**config.mk**
```make
export PLATFORM = sky130hd
export DESIGN_NAME = fetch_stage_unit_flat
export DESIGN_NICKNAME = d
export VERILOG_FILES = /design/src/rtl/fetch_stage_unit_pkg.sv /design/src/rtl/fetch_stage_unit_if.sv /design/src/rtl/fetch_hold_buffer.sv /design/src/rtl/fetch_stage_unit.sv /design/src/flat_wrapper.sv
export SDC_FILE = /design/constraint.sdc
export NUM_CORES = 1
export LEC_CHECK = 0
export ABC_AREA = 0
export BUFFER_PORTS_ARGS = -buffer_cell sky130_fd_sc_hd__buf_2
export CORE_MARGIN = 3
export CORE_UTILIZATION = 55
export DETAILED_ROUTE_END_ITERATION = 12
export GPL_TIMING_DRIVEN = 0
export HOLD_SLACK_MARGIN = 0.02
export PLACE_DENSITY = 0.79
export RECOVER_POWER = 25
export SYNTH_ARGS = -nofsm -noshare
export SYNTH_HDL_FRONTEND = slang
export SYNTH_HIERARCHICAL = 1
export SYNTH_SLANG_ARGS = --single-unit
```
**constraint.sdc**
```tcl
create_clock -name clk_i -period 5.8 [get_ports clk_i]
set_input_delay 0.87 -clock clk_i [delete_from_list [all_inputs] [get_ports clk_i]]
set_output_delay 0.87 -clock clk_i [all_outputs]
set_load 0.005 [all_outputs]
```
**src/rtl/fetch_stage_unit_pkg.sv**
```systemverilog
// Shared definitions for the fetch stage: hold-buffer FSM encoding, NOP word, PC step
// and the saturating increment used by the optional performance counters.
package fetch_stage_unit_pkg;

   typedef enum logic [0:0] {
      S_RUN  = 1'b0,
      S_HOLD = 1'b1
   } fetch_state_e;

   localparam logic [31:0] NOP_INSTR = 32'h0000_0000;
   localparam int unsigned PC_STEP   = 4;

   function automatic logic [31:0] sat_inc32(input logic [31:0] value);
      logic [31:0] result;
      if (value == 32'hFFFF_FFFF) begin
         result = value;
      end else begin
         result = value + 32'd1;
      end
      return result;
   endfunction

endpackage

```
**src/rtl/fetch_stage_unit_if.sv**
```systemverilog
// Fetch stage bus: hazard controls in, instruction ROM port, IF/ID outputs to decode.
// master = the fetch stage itself, slave = the surrounding pipeline/ROM.
interface fetch_stage_unit_if #(
   parameter int unsigned ADDR_W = 32
) ();

   logic              pc_write_i;
   logic              fd_write_i;
   logic              if_id_flush_i;
   logic              branch_i;
   logic [ADDR_W-1:0] branch_target_i;
   logic [ADDR_W-1:0] imem_addr_o;
   logic [31:0]       imem_rdata_i;
   logic [ADDR_W-1:0] fd_pc4_o;
   logic [31:0]       fd_instr_o;
   logic              fd_valid_o;

   modport master (
      input  pc_write_i,
      input  fd_write_i,
      input  if_id_flush_i,
      input  branch_i,
      input  branch_target_i,
      input  imem_rdata_i,
      output imem_addr_o,
      output fd_pc4_o,
      output fd_instr_o,
      output fd_valid_o
   );

   modport slave (
      output pc_write_i,
      output fd_write_i,
      output if_id_flush_i,
      output branch_i,
      output branch_target_i,
      output imem_rdata_i,
      input  imem_addr_o,
      input  fd_pc4_o,
      input  fd_instr_o,
      input  fd_valid_o
   );

endinterface

```
**src/rtl/fetch_hold_buffer.sv**
```systemverilog
// Parks the ROM response that arrives while decode is stalled and replays it on release;
// selects the IF/ID source between the live ROM response and the parked copy.
module fetch_hold_buffer
   import fetch_stage_unit_pkg::*;
#(
   parameter int unsigned ADDR_W = 32
) (
   input  logic              clk_i,
   input  logic              rst_i,
   input  logic              fd_write,
   input  logic              if_id_flush,
   input  logic              resp_valid,
   input  logic [ADDR_W-1:0] resp_pc,
   input  logic [31:0]       rdata,
   output logic [31:0]       src_instr,
   output logic [ADDR_W-1:0] src_pc,
   output logic              src_valid
);

   fetch_state_e      state_r;
   fetch_state_e      state_next_s;
   logic              capture_s;
   logic [31:0]       hold_instr_r;
   logic [ADDR_W-1:0] hold_pc_r;

   // State register
   always_ff @(posedge clk_i) begin
      if (!rst_i) begin
         state_r <= S_RUN;
      end else begin
         state_r <= state_next_s;
      end
   end

   // Next-state logic; capture only when a valid response would otherwise be lost
   always_comb begin
      state_next_s = state_r;
      capture_s    = 1'b0;
      case (state_r)
         S_RUN: begin
            if (!fd_write && !if_id_flush && resp_valid) begin
               state_next_s = S_HOLD;
               capture_s    = 1'b1;
            end else begin
               state_next_s = S_RUN;
            end
         end
         S_HOLD: begin
            if (fd_write || if_id_flush) begin
               state_next_s = S_RUN;
            end else begin
               state_next_s = S_HOLD;
            end
         end
         default: begin
            state_next_s = S_RUN;
         end
      endcase
   end

   // Hold buffer storage
   always_ff @(posedge clk_i) begin
      if (!rst_i) begin
         hold_instr_r <= NOP_INSTR;
         hold_pc_r    <= {ADDR_W{1'b0}};
      end else if (if_id_flush) begin
         hold_instr_r <= NOP_INSTR;
         hold_pc_r    <= {ADDR_W{1'b0}};
      end else if (capture_s) begin
         hold_instr_r <= rdata;
         hold_pc_r    <= resp_pc;
      end else begin
         hold_instr_r <= hold_instr_r;
         hold_pc_r    <= hold_pc_r;
      end
   end

   // IF/ID source select
   always_comb begin
      src_instr = rdata;
      src_pc    = resp_pc;
      src_valid = resp_valid;
      case (state_r)
         S_HOLD: begin
            src_instr = hold_instr_r;
            src_pc    = hold_pc_r;
            src_valid = 1'b1;
         end
         S_RUN: begin
            src_instr = rdata;
            src_pc    = resp_pc;
            src_valid = resp_valid;
         end
         default: begin
            src_instr = rdata;
            src_pc    = resp_pc;
            src_valid = resp_valid;
         end
      endcase
   end

endmodule

```
**src/rtl/fetch_stage_unit.sv**
```systemverilog
// Fetch stage with IF/ID register: owns the PC, drives a 1-cycle-latency ROM and feeds decode.
// Optional macro FETCH_PERF_CNT_EN adds saturating stall/flush cycle counters.
module fetch_stage_unit
   import fetch_stage_unit_pkg::*;
#(
   parameter int unsigned       ADDR_W   = 32,
   parameter logic [ADDR_W-1:0] RESET_PC = ADDR_W'(32'h0000_0000)
) (
   input  logic               clk_i,
   input  logic               rst_i,
`ifdef FETCH_PERF_CNT_EN
   output logic [31:0]        stall_cnt_o,
   output logic [31:0]        flush_cnt_o,
`endif
   fetch_stage_unit_if.master bus
);

   localparam logic [ADDR_W-1:0] STEP = ADDR_W'(PC_STEP);

   logic [ADDR_W-1:0] pc_r;
   logic [ADDR_W-1:0] pc_next_s;
   logic              resp_v_r;
   logic [ADDR_W-1:0] resp_pc_r;
   logic [ADDR_W-1:0] fd_pc4_r;
   logic [31:0]       fd_instr_r;
   logic              fd_valid_r;
   logic [31:0]       src_instr_s;
   logic [ADDR_W-1:0] src_pc_s;
   logic              src_valid_s;

   // Next PC: redirect or sequential step, wrapping modulo 2^ADDR_W
   always_comb begin
      if (bus.branch_i) begin
         pc_next_s = bus.branch_target_i;
      end else begin
         pc_next_s = pc_r + STEP;
      end
   end

   // PC and in-flight response tracking; a branch or flush kills the fetch issued now
   always_ff @(posedge clk_i) begin
      if (!rst_i) begin
         pc_r      <= RESET_PC;
         resp_v_r  <= 1'b0;
         resp_pc_r <= {ADDR_W{1'b0}};
      end else begin
         resp_v_r  <= bus.pc_write_i & ~bus.branch_i & ~bus.if_id_flush_i;
         resp_pc_r <= pc_r;
         if (bus.pc_write_i) begin
            pc_r <= pc_next_s;
         end else begin
            pc_r <= pc_r;
         end
      end
   end

   fetch_hold_buffer #(
      .ADDR_W (ADDR_W)
   ) u_hold (
      .clk_i       (clk_i),
      .rst_i       (rst_i),
      .fd_write    (bus.fd_write_i),
      .if_id_flush (bus.if_id_flush_i),
      .resp_valid  (resp_v_r),
      .resp_pc     (resp_pc_r),
      .rdata       (bus.imem_rdata_i),
      .src_instr   (src_instr_s),
      .src_pc      (src_pc_s),
      .src_valid   (src_valid_s)
   );

   // IF/ID pipeline register: flush beats write beats hold
   always_ff @(posedge clk_i) begin
      if (!rst_i) begin
         fd_pc4_r   <= {ADDR_W{1'b0}};
         fd_instr_r <= NOP_INSTR;
         fd_valid_r <= 1'b0;
      end else if (bus.if_id_flush_i) begin
         fd_pc4_r   <= {ADDR_W{1'b0}};
         fd_instr_r <= NOP_INSTR;
         fd_valid_r <= 1'b0;
      end else if (bus.fd_write_i) begin
         fd_pc4_r   <= src_pc_s + STEP;
         fd_instr_r <= src_valid_s ? src_instr_s : NOP_INSTR;
         fd_valid_r <= src_valid_s;
      end else begin
         fd_pc4_r   <= fd_pc4_r;
         fd_instr_r <= fd_instr_r;
         fd_valid_r <= fd_valid_r;
      end
   end

   assign bus.imem_addr_o = pc_r;
   assign bus.fd_pc4_o    = fd_pc4_r;
   assign bus.fd_instr_o  = fd_instr_r;
   assign bus.fd_valid_o  = fd_valid_r;

`ifdef FETCH_PERF_CNT_EN
   logic [31:0] stall_cnt_r;
   logic [31:0] flush_cnt_r;

   // Saturating stall and flush cycle counters
   always_ff @(posedge clk_i) begin
      if (!rst_i) begin
         stall_cnt_r <= 32'h0000_0000;
         flush_cnt_r <= 32'h0000_0000;
      end else begin
         if (!bus.fd_write_i && !bus.if_id_flush_i) begin
            stall_cnt_r <= sat_inc32(stall_cnt_r);
         end else begin
            stall_cnt_r <= stall_cnt_r;
         end
         if (bus.if_id_flush_i) begin
            flush_cnt_r <= sat_inc32(flush_cnt_r);
         end else begin
            flush_cnt_r <= flush_cnt_r;
         end
      end
   end

   assign stall_cnt_o = stall_cnt_r;
   assign flush_cnt_o = flush_cnt_r;
`endif

endmodule

```
**src/flat_wrapper.sv**
```systemverilog
// flat-port wrapper written by rule: the top's interface ports become plain ports
module fetch_stage_unit_flat import fetch_stage_unit_pkg::*;
#(
   parameter int unsigned       ADDR_W   = 32,
   parameter logic [ADDR_W-1:0] RESET_PC = ADDR_W'(32'h0000_0000)
)
  (clk_i, rst_i, bus_pc_write_i, bus_fd_write_i, bus_if_id_flush_i, bus_branch_i, bus_branch_target_i, bus_imem_rdata_i, bus_imem_addr_o, bus_fd_pc4_o, bus_fd_instr_o, bus_fd_valid_o);
  fetch_stage_unit_if #(.ADDR_W(ADDR_W)) bus_i ();
  input  logic clk_i;
  input  logic rst_i;
  input wire logic [$bits(bus_i.pc_write_i)-1:0] bus_pc_write_i;
  input wire logic [$bits(bus_i.fd_write_i)-1:0] bus_fd_write_i;
  input wire logic [$bits(bus_i.if_id_flush_i)-1:0] bus_if_id_flush_i;
  input wire logic [$bits(bus_i.branch_i)-1:0] bus_branch_i;
  input wire logic [$bits(bus_i.branch_target_i)-1:0] bus_branch_target_i;
  input wire logic [$bits(bus_i.imem_rdata_i)-1:0] bus_imem_rdata_i;
  output wire logic [$bits(bus_i.imem_addr_o)-1:0] bus_imem_addr_o;
  output wire logic [$bits(bus_i.fd_pc4_o)-1:0] bus_fd_pc4_o;
  output wire logic [$bits(bus_i.fd_instr_o)-1:0] bus_fd_instr_o;
  output wire logic [$bits(bus_i.fd_valid_o)-1:0] bus_fd_valid_o;
  assign bus_i.pc_write_i = bus_pc_write_i;
  assign bus_i.fd_write_i = bus_fd_write_i;
  assign bus_i.if_id_flush_i = bus_if_id_flush_i;
  assign bus_i.branch_i = bus_branch_i;
  assign bus_i.branch_target_i = bus_branch_target_i;
  assign bus_i.imem_rdata_i = bus_imem_rdata_i;
  assign bus_imem_addr_o = bus_i.imem_addr_o;
  assign bus_fd_pc4_o = bus_i.fd_pc4_o;
  assign bus_fd_instr_o = bus_i.fd_instr_o;
  assign bus_fd_valid_o = bus_i.fd_valid_o;
  fetch_stage_unit #(.ADDR_W(ADDR_W), .RESET_PC(RESET_PC)) u_core (.clk_i(clk_i), .rst_i(rst_i), .bus(bus_i));
endmodule
```
After elaboration in Yosys (flattened, before gate mapping):

Index checks and enable logic that the tools add are counted.

* output and inout port bits: 97
* logic and storage cells: 32
* input port bits: 70
* flip-flop bits (word level): 195

* multiplexer cells: 9
* bitwise gates (word level): 6
* reduce and logical (&&, ||, !) cells: 6
* add/sub/neg operators: 2

Operators by type and width (number)
* $pmux W32 S2: 2
* $add A32 B3 Y32 const B: 2
* $mux W32: 2
* $not A1 Y1: 4
* $pmux W1 S2: 2
* $mux W1: 3
* $and A1 B1 Y1: 2
* $logic_and A1 B1 Y1: 2
* $logic_not A1 Y1: 2
* $reduce_or A2 Y1: 1
* $logic_or A1 B1 Y1: 1

Depth between registers and ports, before layout:

* depth in word-level cells: 5
* mapped depth: 10
* gate-level depth less buffers: 7

Modules after synthesis:

Netlist, hierarchy kept.

Modules (own cells, without submodules)
* fetch_stage_unit: sequential area each 2602.5 um^2, times used 1, area an instance 5637.9 um^2, cells an instance 638
* fetch_hold_buffer: sequential area each 1301.2 um^2, times used 1, area an instance 3930.0 um^2, cells an instance 366

Worst setup path after synthesis:

No wires, ideal clock.

* kind: reg2reg
* start point: reg u_core.u_hold.state_r
* end point: reg u_core.fd_pc4_r[27] (netlist: u_core/bus.fd_pc4_o[27])
* stages on the path, launching flop included: 11
* required time: 5.668 ns
* arrival time: 2.081 ns
* period minus slack after synthesis: 2.213 ns
* path buffers: 4
* library setup time: 0.132 ns
* setup slack: 3.587 ns
* cell sequence: dfxtp_1 > buf_2 > buf_2 > mux2_2 > and3_1 > and3_1 > clkbuf_1 > buf_2 > nand4_1 > xor2_1 > a21oi_1

* longest elaborated chain between the ends: 3

Ends and longest elaborated chain
* start, declared: line fetch_hold_buffer.sv:20 `fetch_state_e state_r;`
* start signal, assigned: line fetch_hold_buffer.sv:31 `state_r <= state_next_s;`
* $not A1 Y1
* $pmux W32 S2 (*): line fetch_hold_buffer.sv:83 `case (state_r)`
* via u_core.src_pc_s[12]: line fetch_stage_unit.sv:28 `logic [ADDR_W-1:0] src_pc_s;`
* $add A32 B3 Y32 (*): line fetch_stage_unit.sv:83 `fd_pc4_r <= src_pc_s + STEP;`
* end signal, assigned: line fetch_stage_unit.sv:79 `fd_pc4_r <= {ADDR_W{1'b0}};`
* end signal, assigned: line fetch_stage_unit.sv:83
* end signal, assigned: line fetch_stage_unit.sv:87 `fd_pc4_r <= fd_pc4_r;`
* end, declared: line fetch_stage_unit.sv:24 `logic [ADDR_W-1:0] fd_pc4_r;`

The timed path passes the listed nets; every way through them passes the cells marked *.
A chain may end at the register's enable or synchronous reset.

Final worst setup path:

* start point: reg u_core.u_hold.state_r
* end point: reg u_core.fd_pc4_r[20] (netlist: u_core/bus.fd_pc4_o[20])

Same word-level chain as after synthesis.

==> impl_table.tex <==
\begin{tabular}{lr}
\hline
Metric & Value \\
\hline
\multicolumn{2}{l}{\textbf{Die}} \\
Horizontal die dimension & 138 um \\
Die ar. & 19000 um2 \\
Die boundary height & 138 um \\
Effective utilization at floorplan & 56.9\% \\
Total core area & 16800 um2 \\
Number of top-level pins & 167 \\
Site row count & 47 \\
\multicolumn{2}{l}{\textbf{Cells and area}} \\
NumNets Final & 1260 \\
Fill cell instance count of the final layout & 1375 \\
Number of antenna repair diodes & 0 \\
Proportion of layout cells with a drive suffix above 1 & 23.6\% \\
P\&R area growth vs syn & 17.4\% \\
Number of standard cells in the final layout excluding fillers & 1421 \\
Flip-flop and latch area & 3900 um2 \\
Multi-input combinational cell area & 5200 um2 \\
\multicolumn{2}{l}{\textbf{Placement}} \\
Post-DP HPWL & 18700 um \\
Setup WS pre-CTS & 3.10 ns \\
Final weighted congestion in routability-driven placement & 0.916 \\
I/O Buffers & 165 \\
Dpl cells & 1389 \\
\multicolumn{2}{l}{\textbf{Synthesis}} \\
Yosys warns & 6 \\
Post-Syn Nets & 1076 \\
Number of enable flip-flop cells after synthesis & 0 \\
Primary flip-flop cell chosen by synthesis mapping & sky130\_fd\_sc\_hd\_\_dfxtp\_1 \\
Yosys top cell area share & 40.8\% \\
Cell types occupying the most area after synthesis & sky130\_fd\_sc\_hd\_\_dfxtp\_1, sky130\_fd\_sc\_hd\_\_nand3b\_1, sky130\_fd\_sc\_hd\_\_mux2i\_1, sky130\_fd\_sc\_hd\_\_mux2\_2, sky130\_fd\_sc\_hd\_\_a22oi\_1 \\
Number of distinct standard cells referenced by the synthesized netlist & 62 \\
Count leader, synth & sky130\_fd\_sc\_hd\_\_dfxtp\_1 \\
Post-synth design cell area & 9570 um2 \\
Instance count of the mapped netlist & 1004 \\
Fraction of registers with async set/reset & 0\% \\
Post-synth top area cell & sky130\_fd\_sc\_hd\_\_dfxtp\_1 \\
Cell types with the highest counts after synthesis & sky130\_fd\_sc\_hd\_\_dfxtp\_1, sky130\_fd\_sc\_hd\_\_nand3b\_1, sky130\_fd\_sc\_hd\_\_mux2i\_1 \\
Mean instance size in the synthesized netlist & 9.53 um2 \\
Sequential element share of the synthesized area & 40.8\% \\
Synth Register Bits & 195 \\
\multicolumn{2}{l}{\textbf{Routing}} \\
Number of nets with antenna violations after detailed routing & 0 \\
DRC & 0 \\
Drt first pass iters & 5 \\
Wire length per cell & 18.0 um \\
Final routed wirelength across all metal layers & 25600 um \\
Initial detailed-routing violation count & 585 \\
Via total after detailed routing & 8428 \\
Via-to-Cell Ratio & 5.93 \\
\multicolumn{2}{l}{\textbf{Worst setup path}} \\
Launching element of the worst setup path & u\_core/u\_hold/state\_r \\
R2R cell count & 10 \\
CP cell instances & buf\_2 > buf\_2 > mux2\_2 > and3\_1 > and3\_1 > clkbuf\_1 > buf\_2 > nand3\_1 > xor2\_1 > a21oi\_1 \\
Data required time at the worst endpoint & 6.10 ns \\
Critical-path top delay cell & sky130\_fd\_sc\_hd\_\_mux2\_2 \\
Delay of the slowest cell on the worst path & 0.40 ns \\
Startpoint-to-endpoint class of the critical path & register to register \\
Worst reg2reg path startpoint & u\_core/u\_hold/state\_r \\
Crit path top cell by count & sky130\_fd\_sc\_hd\_\_buf\_2 \\
CP Max Fanout & 10 \\
Category of the worst setup path launch point & register \\
Arrival time of data at the critical path endpoint & 3.01 ns \\
Critical Path End Type & register \\
\multicolumn{2}{l}{\textbf{Hold path}} \\
Hold Path Stages & 2 \\
Startpoint of the worst hold path & u\_core/bus.imem\_addr\_o[1] \\
Min-delay worst type & register to register \\
\multicolumn{2}{l}{\textbf{Global routing}} \\
Overall overflow remaining after global route & 0 \\
Pin count of the biggest net entering global routing & 18 \\
Initial antenna violation count & 0 \\
Via count of the first global-routing pass & 8017 \\
GR Util All Layers & 27.0\% \\
Global-route wire length before repair & 40900 um \\
\multicolumn{2}{l}{\textbf{CTS}} \\
Post-cts gate resize count & 0 \\
Clock insertion delay at the later pin of the skew report & 0.44 ns \\
Quantity of hold-fixing buffers added after cts & 0 \\
Number of H-tree levels & 4 \\
Root buffer cell & sky130\_fd\_sc\_hd\_\_clkbuf\_16 \\
Clock transition at the registers of the reported paths & 0.08 ns \\
Num Clock Sinks & 195 \\
Number of buffers created by CTS & 17 \\
Clock tree from TritonCTS & built \\
Worst-case clock buffer depth & 2 \\
Post-CTS setup buffers & 0 \\
\multicolumn{2}{l}{\textbf{Timing}} \\
Total of endpoints with negative setup slack in the final report & 0 \\
Final-report hold violation count & 0 \\
Accumulated negative setup slack & 0 ns \\
Worst slew margin relative to its limit & 44.0\% \\
Min Tclk post-route & 2.70 ns \\
Setup Skew & 0.0106 ns \\
Total count of max-transition violations in the final report & 0 \\
Fin worst setup slack & 3.10 ns \\
Hold\_ws & 0.471 ns \\
Worst slew pin tran & 0.838 ns \\
RSZ-0062 raised after global routing & false \\
Period Utilization, post-route & 46.6\% \\
Top achievable clock speed & 0.370 GHz \\
\multicolumn{2}{l}{\textbf{Outcome}} \\
Run status & finished clean \\
\multicolumn{2}{l}{\textbf{Power}} \\
Total power divided by cell area & 251 nW/um2 \\
IR Drop Worst-Case VDD & 216 uV \\
Static Leakage & 4.19 nW \\
\multicolumn{2}{l}{\textbf{Job}} \\
Count of maximum capacitance violations & 0 \\
\hline
\end{tabular}
==> sequential cells by signal, indices dropped and copies added, names as in the netlist <==
register / cells
u_core/bus.fd_pc4_o: 32
u_core/bus.imem_addr_o: 32
u_core/u_hold/state_r: 1
u_core/u_hold/hold_instr_r: 32
u_core/bus.fd_instr_o: 32
u_core/u_hold/hold_pc_r: 32
u_core/bus.fd_valid_o: 1
u_core/resp_v_r: 1
u_core/resp_pc_r: 32
==> cells by family after synthesis <==
logic type               count (synthesis)  synth area share, %
AO/OA/AOI/OAI                          172                 11.7
XOR/XNOR                                22                 2.01
adder cells (fa/ha/maj)                  2                0.261
buffers and inverters                   91                 4.81
flip-flops                             195                 40.8
multiplexers                           140                 15.5
AND/OR/NAND/NOR                        382                 24.9
==> worst max-delay path, delay by kind of cell (launching register included) <==
kind	cells	cell delay, ns
AO/OA/AOI/OAI	1	0.10
XOR/XNOR	1	0.24
buffers and inverters	4	0.96
flip-flops	1	0.37
multiplexers	1	0.40
AND/OR/NAND/NOR	3	0.50
==> per-layer routing <==
metal | wire [um] | part of all wire (%) | track usage (%)
met3 | 2000 | 7.8 | 5.15
met4 | 608 | 2.4 | 10.5
met1 | 11200 | 44 | 35.6
met2 | 11800 | 46 | 43.8
met5 | 0 | 0 | 0
==> final timing paths <==
path | end | slack [ns]
min reg2reg | u_core/bus.imem_addr_o[1] | 0.47
max reg2reg | u_core/bus.fd_pc4_o[20] | 3.10
min | u_core/bus.imem_addr_o[1] | 0.47
max | u_core/bus.fd_pc4_o[20] | 3.10
==> cell usage in the layout (no fill, tap or decap), drive strengths merged, types with 7 or more instances in the layout <==
master | Yosys | layout
nor3 | 11 | 11
dfxtp | 195 | 195
mux2 | 65 | 65
inv | 5 | 10
mux2i | 75 | 75
and2 | 35 | 35
clkbuf | 62 | 98
or3 | 8 | 8
a21oi | 39 | 39
o21ai | 46 | 46
a211oi | 8 | 8
nor4 | 7 | 7
xor2 | 19 | 19
nand2 | 42 | 42
nand3b | 129 | 129
a21o | 7 | 7
nand3 | 32 | 32
and3 | 10 | 10
buf | 23 | 172
nor2 | 71 | 71
a22o | 10 | 10
a22oi | 36 | 36
nand4 | 21 | 21
==> cell type report <==
type / count / share of cell area (%)
multi-input cells: 718 / 46.3
flip-flops and latches: 195 / 34.7
repair buffers: 165 / 7.19
clock buffers: 20 / 4.15
plain buffers: 85 / 3.88
well taps: 220 / 2.45
clock inverters: 12 / 1.07
inverters: 6 / 0.200
==> metrics by stage <==
step | utilization, % | cell area (um2) | power, mW
2_1_floorplan | - | 9570 | 1.58
3_3_place_gp | 63.4 | 10700 | 1.68
3_5_place_dp | 63.4 | 10700 | 1.68
4_1_cts | 66.9 | 11300 | 2.84
5_1_grt | 66.8 | 11200 | 2.92
6_report | 66.8 | 11200 | 2.82
==> where the power goes <==
group          switching (mW)  internal, mW
Combinational           0.148         0.108
Sequential             0.0321          1.37
Clock                   0.532         0.635
(Power assumes the default switching activity.)
